## src/rtl/mem_arbiter.sv

```systemverilog
// Shares one word-addressed byte-lane RAM between instruction fetch and the LSU.
// Define ARB_ROUND_ROBIN_EN for round-robin tie-breaking; otherwise the LSU wins ties.
module mem_arbiter #(
  parameter int ADDR_WIDTH = 31,
  parameter int DATA_WIDTH = 31
) (
  input  logic                  clk,
  input  logic                  rst_n,
  input  logic                  clk_en,
  input  logic                  i_if_req,
  input  logic [ADDR_WIDTH:0]   i_if_addr,
  output logic                  o_if_ready,
  output logic                  o_if_rvalid,
  output logic [DATA_WIDTH:0]   o_if_rdata,
  input  logic                  i_ls_req,
  input  logic                  i_ls_we,
  input  logic [2:0]            i_ls_funct3,
  input  logic [ADDR_WIDTH:0]   i_ls_addr,
  input  logic [DATA_WIDTH:0]   i_ls_wdata,
  output logic                  o_ls_ready,
  output logic                  o_ls_rvalid,
  output logic [DATA_WIDTH:0]   o_ls_rdata,
  output logic                  o_ls_err,
  output logic                  o_ram_read_req,
  output logic [ADDR_WIDTH:0]   o_ram_read_addr,
  input  logic [DATA_WIDTH:0]   i_ram_read_data,
  output logic                  o_ram_write_enable,
  output logic [3:0]            o_ram_byte_enable,
  output logic [ADDR_WIDTH:0]   o_ram_write_addr,
  output logic [DATA_WIDTH:0]   o_ram_write_data
);

  typedef enum logic [1:0] {IDLE, RD_WAIT, RD_RESP} state_t;

  state_t             state, state_next;
  logic               rd_is_ls;
  logic [2:0]         rd_funct3;
  logic [1:0]         rd_off;

  logic               idle_open, ls_win, if_win;
  logic               ls_acc, if_acc, ls_rd, ls_wr, ls_bad, rd_accept;
  logic               ls_legal;
  logic [3:0]         be;
  logic [DATA_WIDTH:0] wrep;
  logic [7:0]         rd_byte;
  logic [15:0]        rd_half;
  logic [DATA_WIDTH:0] ld_fmt;
  logic               unused_if_offset;

  assign unused_if_offset = ^i_if_addr[1:0];

  // Readies and strobes are forced low during reset and while stalled.
  assign idle_open = rst_n & clk_en & (state == IDLE);

`ifdef ARB_ROUND_ROBIN_EN
  logic last_ls;
  assign ls_win = i_ls_req & (~i_if_req | ~last_ls);
`else
  assign ls_win = i_ls_req;
`endif
  assign if_win = i_if_req & ~ls_win;

  assign o_ls_ready = idle_open & ls_win;
  assign o_if_ready = idle_open & if_win;
  assign ls_acc     = o_ls_ready;
  assign if_acc     = o_if_ready;

  always_comb begin
    ls_legal = 1'b0;
    be       = '0;
    wrep     = '0;
    case (i_ls_funct3)
      3'b000: begin
        ls_legal = 1'b1;
        be       = 4'b0001 << i_ls_addr[1:0];
        wrep     = {4{i_ls_wdata[7:0]}};
      end
      3'b001: begin
        ls_legal = ~i_ls_addr[0];
        be       = i_ls_addr[1] ? 4'b1100 : 4'b0011;
        wrep     = {2{i_ls_wdata[15:0]}};
      end
      3'b010: begin
        ls_legal = (i_ls_addr[1:0] == 2'b00);
        be       = '1;
        wrep     = i_ls_wdata;
      end
      3'b100:  ls_legal = ~i_ls_we;
      3'b101:  ls_legal = ~i_ls_we & ~i_ls_addr[0];
      default: ls_legal = 1'b0;
    endcase
  end

  assign ls_rd     = ls_acc & ls_legal & ~i_ls_we;
  assign ls_wr     = ls_acc & ls_legal & i_ls_we;
  assign ls_bad    = ls_acc & ~ls_legal;
  assign rd_accept = ls_rd | if_acc;

  assign o_ram_read_req     = rd_accept;
  assign o_ram_read_addr    = ls_rd  ? {2'b00, i_ls_addr[ADDR_WIDTH:2]} :
                              if_acc ? {2'b00, i_if_addr[ADDR_WIDTH:2]} : '0;
  assign o_ram_write_enable = ls_wr;
  assign o_ram_byte_enable  = ls_wr ? be : '0;
  assign o_ram_write_addr   = ls_wr ? {2'b00, i_ls_addr[ADDR_WIDTH:2]} : '0;
  assign o_ram_write_data   = ls_wr ? wrep : '0;

  always_comb begin
    state_next = state;
    case (state)
      IDLE:    if (rd_accept) state_next = RD_WAIT;
      RD_WAIT: state_next = RD_RESP;
      RD_RESP: state_next = IDLE;
      default: state_next = IDLE;
    endcase
  end

  always_comb begin
    case (rd_off)
      2'd0:    rd_byte = i_ram_read_data[7:0];
      2'd1:    rd_byte = i_ram_read_data[15:8];
      2'd2:    rd_byte = i_ram_read_data[23:16];
      default: rd_byte = i_ram_read_data[31:24];
    endcase
    rd_half = rd_off[1] ? i_ram_read_data[31:16] : i_ram_read_data[15:0];
    case (rd_funct3)
      3'b000:  ld_fmt = {{(DATA_WIDTH-7){rd_byte[7]}}, rd_byte};
      3'b001:  ld_fmt = {{(DATA_WIDTH-15){rd_half[15]}}, rd_half};
      3'b100:  ld_fmt = {{(DATA_WIDTH-7){1'b0}}, rd_byte};
      3'b101:  ld_fmt = {{(DATA_WIDTH-15){1'b0}}, rd_half};
      default: ld_fmt = i_ram_read_data;
    endcase
  end

  // Response registers only advance on enabled cycles, which stretches rvalid over stalls.
  always_ff @(posedge clk or negedge rst_n) begin
    if (!rst_n) begin
      state       <= IDLE;
      rd_is_ls    <= 1'b0;
      rd_funct3   <= '0;
      rd_off      <= '0;
      o_if_rvalid <= 1'b0;
      o_if_rdata  <= '0;
      o_ls_rvalid <= 1'b0;
      o_ls_rdata  <= '0;
      o_ls_err    <= 1'b0;
`ifdef ARB_ROUND_ROBIN_EN
      last_ls     <= 1'b0;
`endif
    end else if (clk_en) begin
      state       <= state_next;
      o_if_rvalid <= 1'b0;
      o_ls_rvalid <= 1'b0;
      o_ls_err    <= 1'b0;
      if (rd_accept) begin
        rd_is_ls  <= ls_rd;
        rd_funct3 <= ls_rd ? i_ls_funct3 : 3'b010;
        rd_off    <= ls_rd ? i_ls_addr[1:0] : 2'b00;
      end
      if (ls_wr) begin
        o_ls_rvalid <= 1'b1;
        o_ls_rdata  <= '0;
      end
      if (ls_bad) begin
        o_ls_rvalid <= 1'b1;
        o_ls_err    <= 1'b1;
        o_ls_rdata  <= '0;
      end
      if (state == RD_WAIT) begin
        if (rd_is_ls) begin
          o_ls_rvalid <= 1'b1;
          o_ls_rdata  <= ld_fmt;
        end else begin
          o_if_rvalid <= 1'b1;
          o_if_rdata  <= i_ram_read_data;
        end
      end
`ifdef ARB_ROUND_ROBIN_EN
      if (ls_acc)      last_ls <= 1'b1;
      else if (if_acc) last_ls <= 1'b0;
`endif
    end
  end

endmodule

```

## config.mk

```make
export PLATFORM = sky130hd
export DESIGN_NAME = mem_arbiter
export DESIGN_NICKNAME = d
export VERILOG_FILES = /design/src/rtl/mem_arbiter.sv
export SDC_FILE = /design/constraint.sdc
export NUM_CORES = 1
export LEC_CHECK = 0
export CAP_MARGIN = 20
export CORE_UTILIZATION = 32
export DETAILED_ROUTE_END_ITERATION = 8
export PLACE_DENSITY_LB_ADDON = 0.12
export SYNTH_ARGS = -nofsm -noshare
export SYNTH_HDL_FRONTEND = slang
export SYNTH_SLANG_ARGS = --single-unit
```

## constraint.sdc

```tcl
create_clock -name clk -period 2.7 [get_ports clk]
set_clock_uncertainty 0.2 [all_clocks]
set_input_delay 0.54 -clock clk [delete_from_list [all_inputs] [get_ports clk]]
set_output_delay 0.54 -clock clk [all_outputs]
set_load 0.01 [all_outputs]
```

* After elaboration in Yosys (flattened, before gate mapping)
Index checks and enable logic that the tools add are counted.
** Word-level totals
- Logic and storage cells :: 72
- Bits in latches :: 0
- Register bits after elaboration :: 75
- Memory bits (read-only) :: 0
- RAM bits :: 0
- Input port bits :: 137
- Memories :: 0
** Operators by class
- $mul :: 0
- Shift operators :: 1
- $lt $le $gt $ge :: 0
- Reduce and logical (&&, ||, !) cells :: 8
- Bitwise operators :: 16
- Eq/ne operators :: 11
- Muxes and demuxes :: 27
- Add/sub/neg operators :: 0
- Div/mod/pow operators :: 0
** Operator list (number)
- two-way mux 32 bit :: 5
- one-hot mux 32 bit (4 select lines) :: 1
- one-hot mux 32 bit (3 select lines) :: 1
- two-way mux 30 bit :: 3
- one-hot mux 8 bit (3 select lines) :: 1
- two-way mux 16 bit :: 1
- == test 3 bit (second input constant) :: 4
- one-hot mux 4 bit (3 select lines) :: 1
- bitwise AND 1 bit :: 10
- two-way mux 4 bit :: 2
- two-way mux 1 bit :: 7
- == test 3 x 1 -> 1 bit (second input constant) :: 2
- logical NOT 2 bit :: 3
- logical NOT 3 bit :: 2
- inverter 1 bit :: 5
- one-hot mux 1 bit (5 select lines) :: 1
- == test 2 x 1 -> 1 bit (second input constant) :: 2
- two-way mux 2 bit :: 2
- one-hot mux 2 bit (2 select lines) :: 1
- AND reduction 2 bit :: 2
- left shift 1 x 2 -> 4 bit (first input constant) :: 1
- == test 3 x 2 -> 1 bit (second input constant) :: 1
- two-way mux 3 bit :: 1
- AND reduction 3 bit :: 1
- 3 further kinds :: 3

* Logic depth before layout (Yosys ltp)
Gate-level depths: netlist of the first run.
- Depth after elaboration :: 9
- Gate-level depth with buffers :: 8

* Worst setup path before layout of the first run
No wires, ideal clock.
- Path kind :: input port to output port
- From :: input port i_ls_funct3[0]
- To :: output port o_ram_read_addr[0]
- Path slack :: -0.123 ns
- Buffers on the path :: 2
- Stages :: 5
- Arrival :: 2.083 ns
- Cells stage by stage :: buf_6 or4_4 a2111oi_4 buf_6 a22o_1
** Between the ends
- Word-level cells in the longest chain between the ends :: 5
- Elaborated cells between the ends (all ways) :: 9
- Classes of those cells :: eq/ne: 4; mux: 2; bitwise: 2; reduce/logical: 1
** RTL lines
- from (decl) :: RTL line 17 : input logic [2:0] i_ls_funct3,
- == test 3 bit (tied with other cells) :: RTL line 72 : case (i_ls_funct3)
- one-hot mux 1 bit (5 select lines) * :: RTL line 72
- bitwise AND 1 bit * (2 in series) :: RTL line 94 : assign ls_rd = ls_acc & ls_legal & ~i_ls_we;
- two-way mux 30 bit * :: RTL line 100 : assign o_ram_read_addr = ls_rd ? {2'b00, i_ls_addr[ADDR_WIDTH:2]} :
- to (decl) :: RTL line 25 : output logic [ADDR_WIDTH:0] o_ram_read_addr,
Every way passes the cells marked *; elsewhere a longest branch is shown, timed or not.

* Worst setup path in the final report of the first run
- From :: input port i_ls_addr[1]
- To :: output port o_ram_read_addr[3]
** Between the ends
- Word-level cells in the longest chain between the ends :: 5
** RTL lines
- from (decl) :: RTL line 18 : input logic [ADDR_WIDTH:0] i_ls_addr,
- logical NOT 2 bit :: RTL line 84 : ls_legal = (i_ls_addr[1:0] == 2'b00);
- one-hot mux 1 bit (5 select lines) :: RTL line 72
- bitwise AND 1 bit (2 in series) :: RTL line 94
- two-way mux 30 bit :: RTL line 100
No other way between the ends.

==> results of run 1 <==
power by group through the flow:
stage	Combinational, mW	Sequential [mW]	Clock, mW
after floorplan	0.621	1.88	0
after CTS	2.02	1.73	1.32
after global routing	2.15	1.79	1.36
after detailed placement	2.00	1.74	0
after global placement	1.97	1.72	0
final	2.02	1.73	1.29
cell usage in the layout (no fill, tap or decap), drive strengths merged, types with 15 or more instances in the layout:
master / n
nand2: 31
a22o: 38
a221o: 18
nor2: 15
buf: 173
mux2: 54
a21oi: 23
clkdlybuf4s50: 193
dfrtp: 75
clkbuf: 15
and2: 38
layer usage:
metal	part of all wire, %	routed length, um	GRT usage, %
met1	41	8197	33.03
met2	49	9856	44.68
met3	6.3	1257	5.989
met4	3.2	631	9.375
met5	0	0	0
state kept, by name (all words and copies together) (netlist names):
signal       cells
o_if_rdata      32
o_if_rvalid      1
o_ls_err         1
o_ls_rdata      32
o_ls_rvalid      1
rd_funct3        3
rd_is_ls         1
rd_off           2
state            2
metrics by stage:
step,area (sq um),std cells,hold slack (ns),TNS (ns),utilization (%)
after floorplan,4474,430,0.04441,0,-
after global placement,7899,915,0.2639,-82.27,58.94
after detailed placement,7910,916,0.2644,-86.14,59.03
after CTS,8154,950,0.04264,-12.37,60.85
after global routing,8376,960,0.07071,-20.64,62.50
final,8376,960,0.03525,-15.78,62.50
kinds of logic after synthesis:
logic type / after synthesis / synth area share [%]
AO/OA/AOI/OAI: 131 / 23.38
AND/OR/NAND/NOR: 105 / 12.56
flip-flops: 75 / 42.05
multiplexers: 63 / 15.92
buffers and inverters: 52 / 5.999
other: 1 / 0.08402
cell type report:
class	count	area, sq um	share of cell area [%]
Tap cell	176	220.2	2.629
Multi-Input combinational cell	303	2450	29.25
Inverter	12	62.56	0.7469
Clock buffer	10	229.0	2.734
Antenna cell	2	5.005	0.05976
Clock inverter	6	90.09	1.076
Timing Repair Buffer	376	3442	41.10
Sequential cell	75	1877	22.41
path summary, 6_finish.rpt:
check,from,endpoint,slack [ns]
setup / recovery,i_ls_addr[1],o_ram_read_addr[3],-0.26
hold / removal,rst_n,state[1]$_DFFE_PN0P_,0.04
setup reg to reg,state[1]$_DFFE_PN0P_,rd_funct3[1]$_DFFE_PN0P_,0.37
hold reg to reg,o_if_rvalid$_DFFE_PN0P_,o_if_rvalid$_DFFE_PN0P_,0.29
max in group asynchronous,rst_n,o_ls_rdata[23]$_DFFE_PN0P_,1.30
min in group clk,o_if_rvalid$_DFFE_PN0P_,o_if_rvalid$_DFFE_PN0P_,0.29
what timing repair did:
| item | in CTS | in global routing |
|---|---|---|
| endpoints found under the hold margin | 1 | 0 |
| pin swaps | 10 | 9 |
| setup endpoints to repair | 100 | 99 |
| setup buffers | 11 | 3 |
| hold buffers | 1 | 0 |
| gates resized for setup | 460 | 28 |
| gates cloned | 6 | 5 |
worst max-delay path: cells and delay by family:
family / cells / cell delay (ns)
AND/OR/NAND/NOR: 1 / 0.55
buffers and inverters: 5 / 0.65
AO/OA/AOI/OAI: 2 / 0.46
==> summary.txt, run 1 <==
outcome -> finished with violations
failing checks -> setup timing
synthesized cell area -> 4463 sq um
I/O pins -> 308
Synth top cells by count -> dfrtp_1 (75), mux2_2 (54), a22o_1 (38), and2_1 (38), nand2_1 (31)
Hold WC Path Type -> primary input to async pin
Max Clk Rate -> 338.4 MHz
Nets -> 914
placer congestion estimate -> 0.9320
Setup WS post-layout -> -0.2552 ns
Max VDD drop -> 0.3409 mV
final hold vios -> 0
Iteration-0 DRC Markers -> 347
die height -> 120.1 um
Reg2Reg Depth -> 11
clock sinks -> 75
crit path cell chain -> buf_6, or4_4, a2111oi_4, buf_4, buf_6, buf_8, a22o_1, buf_2
area share of the largest cell type after synthesis -> 42.05%
Sw Ratio -> 29.16%
initial core utilization -> 33.31%
leading area contributor after synthesis -> dfrtp_1
Top FF cell, synth -> dfrtp_1
Slew @ Worst Pin -> 0.7455 ns
number of library cell types mapped by synthesis -> 44
Tmin final -> 2.955 ns
Final Max Tran Viols -> 0
share of layout cells above drive strength 1 -> 36.96%
Critical Path AT -> 2.22 ns
DRC violations left -> 0
DRT antenna net count -> 0
DR WL/cell -> 20.77 um
CP max stage delay -> 0.55 ns
register share of total power -> 34.3%
share of total power in the clock network -> 25.6%
Total Die Area -> 14420 sq um
largest net degree at the start of global routing -> 51
DR vias/cell -> 5.314
LEAKAGE -> 3.824 nW
Site Rows -> 42
dpl ws -> -0.9605 ns
initial antenna violation count -> 2
internal power -> 3.570 mW
worst-path fanout max -> 6
CP most frequent cell -> buf_6
switching power -> 1.470 mW
Slew HR -> 50.11%
Syn Area/Cell -> 10.45 sq um
critical path's slowest cell -> or4_4
CTS clk-pin slew, worst paths -> 0.06 ns
count leader, synth -> dfrtp_1
DPL Wire Length -> 14120 um
clk_lat worst skew -> 0.34 ns
Total Routed Length -> 19940 um
post-synthesis sequential area ratio -> 42.05%
Gate Count Post-Synth -> 427
max-cap violations -> 0
startpoint types -> primary input
CP required -> 1.96 ns
FF+latch count, synth -> 75
endpoint type of the worst setup path -> primary output
number of global-route vias before repair -> 5063
Die Span X -> 120.1 um
total power -> 5.040 mW
Num CTS Buffers -> 9
CTS root buf -> clkbuf_16
GR Overflow Total -> 0
Post-synth EDFFs -> 0
RSZ-0062 raised after global routing -> yes
Layout Area Growth over Synthesis -> 87.66%
Core Footprint -> 13400 sq um
Port Buf Inserts -> 301
top post-synthesis cells by area -> dfrtp_1 (42%), mux2_2 (14%), a22o_1 (7.5%)
cell area power density -> 601.8 nW/um^2
CTS Buffer Depth -> 2
fraction of registers with async set/reset -> 100.0%
Final Cycle Share -> 109.5%
warnings from Yosys -> 0
Pre-Repair DR Iteration Count -> 5
combinational share of power -> 40.1%
GR Util All Layers -> 26.50%
Filler Cells Inserted -> 1129
CTS tree -> yes
DR vias -> 5101
final setup vio count -> 98
WS Path Type -> primary input to primary output
first-pass GRT wire length -> 29100 um
H-tree level count -> 3
Power figures use the tool's default switching activity.
==> run 2, diff against run 1 <==
- CORE_MARGIN: not set -> 2
==> run 2 against run 1 <==
  * The flow still finishes with violations (setup timing)
  * Global-route usage shrank 0.80 points
  * Fmax is 1.7% lower
  * Cell count grew 1.6%
  * Clock power shrank 3%
  * Worst setup slack lost 0.050 ns
  * Final area rose by 6.4%
  * Register-to-register slack better by 0.16 ns
  * Sequential cell count is the same
  * Core utilization rose by 2.2 points
  * Sequential power hardly changed
  * Count of clock-buffer cells in the layout fell by 1
==> summary.txt, run 2 (synthesis gave the netlist of run 1 again) <==
met3 usage -> 5.431%
design area -> 8915 sq um
number of global-route vias before repair -> 5122
worst-path fanout max -> 8
dpl cell area -> 7994 sq um
initial antenna violation count -> 2
I/O pins -> 308
Filler Cells Inserted -> 1125
Max Clk Rate -> 332.7 MHz
Site Rows -> 43
Setup WS post-layout -> -0.3053 ns
dpl ws -> -0.9973 ns
Layout Area Growth over Synthesis -> 99.75%
critical path's slowest cell -> or4_4
DPL Wire Length -> 14610 um
CTS tree -> yes
largest net degree at the start of global routing -> 74
final setup vio count -> 98
busiest layer in global routing -> met2
placer congestion estimate -> 0.9520
DR vias -> 4982
DR vias/cell -> 5.110
CP most frequent cell -> buf_6
commonest non-fill, non-tap cell in the layout -> clkdlybuf4s50_1
LEAKAGE -> 3.975 nW
CTS Buffer Depth -> 2
CTS root buf -> clkbuf_16
Final Max Tran Viols -> 0
DRT antenna net count -> 0
Nets -> 927
Critical Path AT -> 2.27 ns
endpoint type of the worst setup path -> primary output
Slew @ Worst Pin -> 0.9293 ns
largest registers -> o_if_rdata (32), o_ls_rdata (32), rd_funct3 (3)
area occupied by multi-input gates -> 2606 sq um
RSZ-0062 raised after global routing -> yes
Total Die Area -> 14910 sq um
initial core utilization -> 32.40%
Tmin final -> 3.005 ns
Slew HR -> 38.05%
CP top delay family -> buffers and inverters
CTS clk-pin slew, worst paths -> 0.05 ns
Die Span X -> 122.1 um
cell area power density -> 562.2 nW/um^2
CP required -> 1.96 ns
DRC violations left -> 0
outcome -> finished with violations
first-pass GRT wire length -> 29030 um
GR Overflow Total -> 0
die height -> 122.1 um
Worst Hold Launch -> o_if_rvalid$_DFFE_PN0P_
Final Non-Filler Cells -> 975
clk_lat worst skew -> 0.32 ns
crit path launch -> i_ls_addr[0]
Hold WC Path Type -> register to register
commonest cells after routing, fill and taps aside -> clkdlybuf4s50_1 (193), dfrtp_1 (75), buf_6 (68)
r2r startpoint -> state[0]$_DFFE_PN0P_
Buf/Inv on CP -> 5
clock sinks -> 75
FF/Latch Area -> 1877 sq um
WS Path Type -> primary input to primary output
Total Routed Length -> 19920 um
Pre-Repair DR Iteration Count -> 5
met1 Usage GRT -> 31.24%
Final Cycle Share -> 111.3%
share of layout cells above drive strength 1 -> 42.37%
H-tree level count -> 3
CP max stage delay -> 0.56 ns
startpoint types -> primary input
Iteration-0 DRC Markers -> 220
setup TNS -> -15.70 ns
Max VDD drop -> 0.3997 mV
crit path cell chain -> buf_8, or4_4, a2111oi_4, buf_6, buf_6, buf_12, a22o_1, buf_2
dpl cells -> 926
GR Layer Usage met2 -> 45.11%
DR WL/cell -> 20.43 um
final hold vios -> 0
Core Footprint -> 13770 sq um
failing checks -> setup timing
Num CTS Buffers -> 9
GR Util All Layers -> 25.70%
Port Buf Inserts -> 301
max-cap violations -> 0
[run 2: cell count changes in the layout (fill, tap and decap cells not counted), sizes merged]
cell           previous run  this run
buf                     173       188
clkbuf                   15        11
clkdlybuf4s15             1         0
clkinv                    6         3
clkinvlp                  1         2
dlygate4sd2               3         5
inv                       9        10
[run 2: layout make-up]
class                           count  area share, %
Inverter                           12         0.6035
Timing Repair Buffer              389          43.10
Tap cell                          180          2.526
Antenna cell                        2        0.05614
Clock inverter                      5         0.8982
Clock buffer                        9          2.526
Multi-Input combinational cell    303          29.24
Sequential cell                    75          21.05
[run 2: where the power goes]
part / internal [mW] / switching, mW / leakage [nW]
registers: 1.50 / 0.235 / 0.964
logic: 1.27 / 0.753 / 2.87
clock network: 0.797 / 0.454 / 0.143
[run 2: final timing paths]
path / cells after the start / slack [ns] / end
min in group asynchronous: 3 / 0.62 / state[0]$_DFFE_PN0P_
setup / recovery: 8 / -0.31 / o_ram_read_addr[2]
setup reg to reg: 5 / 0.53 / o_ls_rdata[23]$_DFFE_PN0P_
max in group asynchronous: 4 / 0.60 / rd_is_ls$_DFFE_PN0P_
hold / removal: 1 / 0.29 / o_if_rvalid$_DFFE_PN0P_
hold reg to reg: 1 / 0.29 / o_if_rvalid$_DFFE_PN0P_
[run 2: routing by layer]
layer  vias to the layer above  wire length [um]
li1                       2316                 -
met3                        30              1212
met1                      2436              7868
met5                         -                 0
met4                         0               532
met2                       200             10300
[run 2: worst register-to-register path, cell delays in order (launching register included)]
cell,delay [ns]
dfrtp_1,0.38
nor2b_1,0.35
a221oi_1,0.15
or3_1,0.41
buf_12,0.19
a221o_1,0.38
[run 2: what timing repair did]
action / in CTS / in global routing
pin swaps: 9 / 37
hold buffers: 1 / 0
resized for setup: 467 / 133
gates cloned: 7 / 2
hold endpoints to repair: 2 / 0
setup buffers: 22 / 4
endpoints found under the setup margin: 100 / 98
[run 2: stage by stage]
| step | utilization, % | hold WS (ns) | total power, mW |
|---|---|---|---|
| floorplan | - | 0.04441 | 2.502 |
| global placement | 58.04 | 0.2687 | 3.703 |
| detailed placement | 58.04 | 0.2722 | 3.744 |
| CTS | 60.96 | 0.2983 | 5.026 |
| global route | 64.73 | 0.3204 | 5.261 |
| finish | 64.73 | 0.2938 | 5.012 |
==> run 3, diff against run 2 <==
- GPL_ROUTABILITY_DRIVEN: not set -> 0
==> run 3 against run 2 <==
  * The flow still finishes with violations (setup timing)
  * Non-clock buffer count fell by 5
  * Clock power barely moved
  * Global-route usage grew 0.51 points
  * Largest cell class unchanged
  * Routed wire length increased by 3.2%
  * Cell count shrank 0.51%
==> summary.txt, run 3 (synthesis gave the netlist of run 1 again) <==
DRT antenna net count -> 0
DR WL/cell -> 21.20 um
share of total power in the clock network -> 24.7%
Total Routed Length -> 20560 um
Critical Path AT -> 2.25 ns
design area -> 8870 sq um
CTS Buffer Depth -> 2
number of global-route vias before repair -> 5201
Inserted Diodes -> 0
Slew @ Worst Pin -> 0.9083 ns
Filler Cells Inserted -> 1097
Max VDD drop -> 0.3294 mV
Setup WS post-layout -> -0.2909 ns
Nets -> 922
Pre-Repair DR Iteration Count -> 4
Layout Utilization -> 64.40%
CP required -> 1.96 ns
DRC violations left -> 0
Reg2Reg Depth -> 5
max-cap violations -> 0
Total Die Area -> 14910 sq um
GR Util All Layers -> 26.22%
failing checks -> setup timing
DPL Wire Length -> 14630 um
DR vias -> 5031
first-pass GRT wire length -> 29400 um
WS Path Type -> primary input to primary output
clock sinks -> 75
reg-to-reg setup timing slack -> 0.52 ns
GR Layer Usage met2 -> 46.37%
commonest cells after routing, fill and taps aside -> clkdlybuf4s50_1 (193), dfrtp_1 (75), buf_6 (72)
DR vias/cell -> 5.187
Final Cycle Share -> 110.8%
endpoint type of the worst setup path -> primary output
Worst Hold Launch -> o_if_rvalid$_DFFE_PN0P_
Site Rows -> 43
internal power -> 3.524 mW
Tmin final -> 2.991 ns
Core Footprint -> 13770 sq um
Layout Area Growth over Synthesis -> 98.74%
Max Clk Rate -> 334.3 MHz
busiest layer in global routing -> met2
I/O pins -> 308
largest registers -> o_if_rdata (32), o_ls_rdata (32), rd_funct3 (3)
dpl ws -> -0.9619 ns
met3 usage -> 5.665%
CTS root buf -> clkbuf_16
LEAKAGE -> 3.960 nW
CTS tree -> yes
Port Buf Inserts -> 301
CTS clk-pin slew, worst paths -> 0.06 ns
RSZ-0062 raised after global routing -> yes
RR Endpoint -> o_ls_rdata[17]$_DFFE_PN0P_
dpl cell area -> 8005 sq um
largest net degree at the start of global routing -> 74
share of layout cells above drive strength 1 -> 42.28%
initial core utilization -> 32.40%
Hold WC Path Type -> register to register
combinational share of power -> 40.8%
cell area power density -> 564.4 nW/um^2
final hold vios -> 0
Die Span X -> 122.1 um
Final Max Tran Viols -> 0
Hold Path Stages -> 1
switching power -> 1.482 mW
Sw Ratio -> 29.61%
worst-path fanout max -> 8
Min Hold Slack -> 0.2853 ns
outcome -> finished with violations
die height -> 122.1 um
startpoint types -> primary input
final setup vio count -> 98
initial antenna violation count -> 0
Slew HR -> 39.45%
Worst Hold Endpoint -> o_if_rvalid$_DFFE_PN0P_
H-tree level count -> 3
Iteration-0 DRC Markers -> 312
commonest non-fill, non-tap cell in the layout -> clkdlybuf4s50_1
r2r startpoint -> state[0]$_DFFE_PN0P_
GR Overflow Total -> 0
register share of total power -> 34.5%
Num CTS Buffers -> 9
met1 Usage GRT -> 31.64%
clk_lat worst skew -> 0.32 ns
## run 3: changes by cell type in the layout (fill, tap and decap cells not counted), sizes merged, moves of 2 or more
cell	previous run	this run
buf	188	181
clkbuf	11	14
clkinv	3	5
clkinvlp	2	0
diode	2	0
dlygate4sd2	5	3
inv	10	12
## run 3: how the worst max path moves through the flow
stage                         from                   to  slack [ns]  depth (start not counted)
floorplan           i_ls_funct3[0]   o_ram_read_addr[0]        0.02                          5
global placement      i_ls_addr[0]  o_ram_read_addr[25]       -0.97                          6
detailed placement    i_ls_addr[0]  o_ram_read_addr[28]       -0.96                          6
CTS                   i_ls_addr[1]  o_ram_read_addr[13]       -0.35                          9
global route          i_ls_addr[0]  o_ram_read_addr[26]       -0.34                          8
finish                i_ls_addr[0]   o_ram_read_addr[5]       -0.29                          8
## run 3: final cells by class
| type | instances | area, sq um | area share, % |
|---|---|---|---|
| Inverter | 12 | 53.80 | 0.6066 |
| Clock buffer | 10 | 239.0 | 2.694 |
| Timing Repair Buffer | 384 | 3780 | 42.62 |
| Multi-Input combinational cell | 303 | 2623 | 29.57 |
| Sequential cell | 75 | 1877 | 21.16 |
| Tap cell | 180 | 225.2 | 2.539 |
| Clock inverter | 6 | 72.57 | 0.8182 |
## run 3: repair_timing
action,in CTS,in global routing
endpoints found under the setup margin,100,99
hold endpoints to repair,2,0
hold buffers,1,0
gates cloned,6,4
pin swaps,10,43
setup buffers,18,6
resized for setup,479,133
## run 3: per-layer routing
metal | up-vias | share of wire (%)
met5 | - | 0
met4 | 0 | 2.1
met3 | 28 | 6.4
met2 | 218 | 52
met1 | 2477 | 39
li1 | 2308 | -
## run 3: critical path, stage by stage
cell and delay (ns):
buf_8 0.10, or4_4 0.56, a2111oi_4 0.34, buf_4 0.18, buf_6 0.13, buf_12 0.13, a22o_1 0.13, buf_2 0.13
## run 3: power by group through the flow
stage | sequential [mW] | combinational, mW | clock (mW)
finish | 1.73 | 2.04 | 1.24
global route | 1.78 | 2.18 | 1.32
global placement | 1.72 | 1.98 | 0
detailed placement | 1.75 | 2.01 | 0
floorplan | 1.88 | 0.621 | 0
CTS | 1.73 | 2.03 | 1.27
## run 3: stage by stage
| stage | setup TNS [ns] | power [mW] | instances |
|---|---|---|---|
| CTS | -19.62 | 5.024 | 968 |
| finish | -13.92 | 5.006 | 970 |
| global route | -18.16 | 5.283 | 970 |
| detailed placement | -91.12 | 3.755 | 927 |
| floorplan | 0 | 2.502 | 430 |
| global placement | -93.35 | 3.702 | 926 |
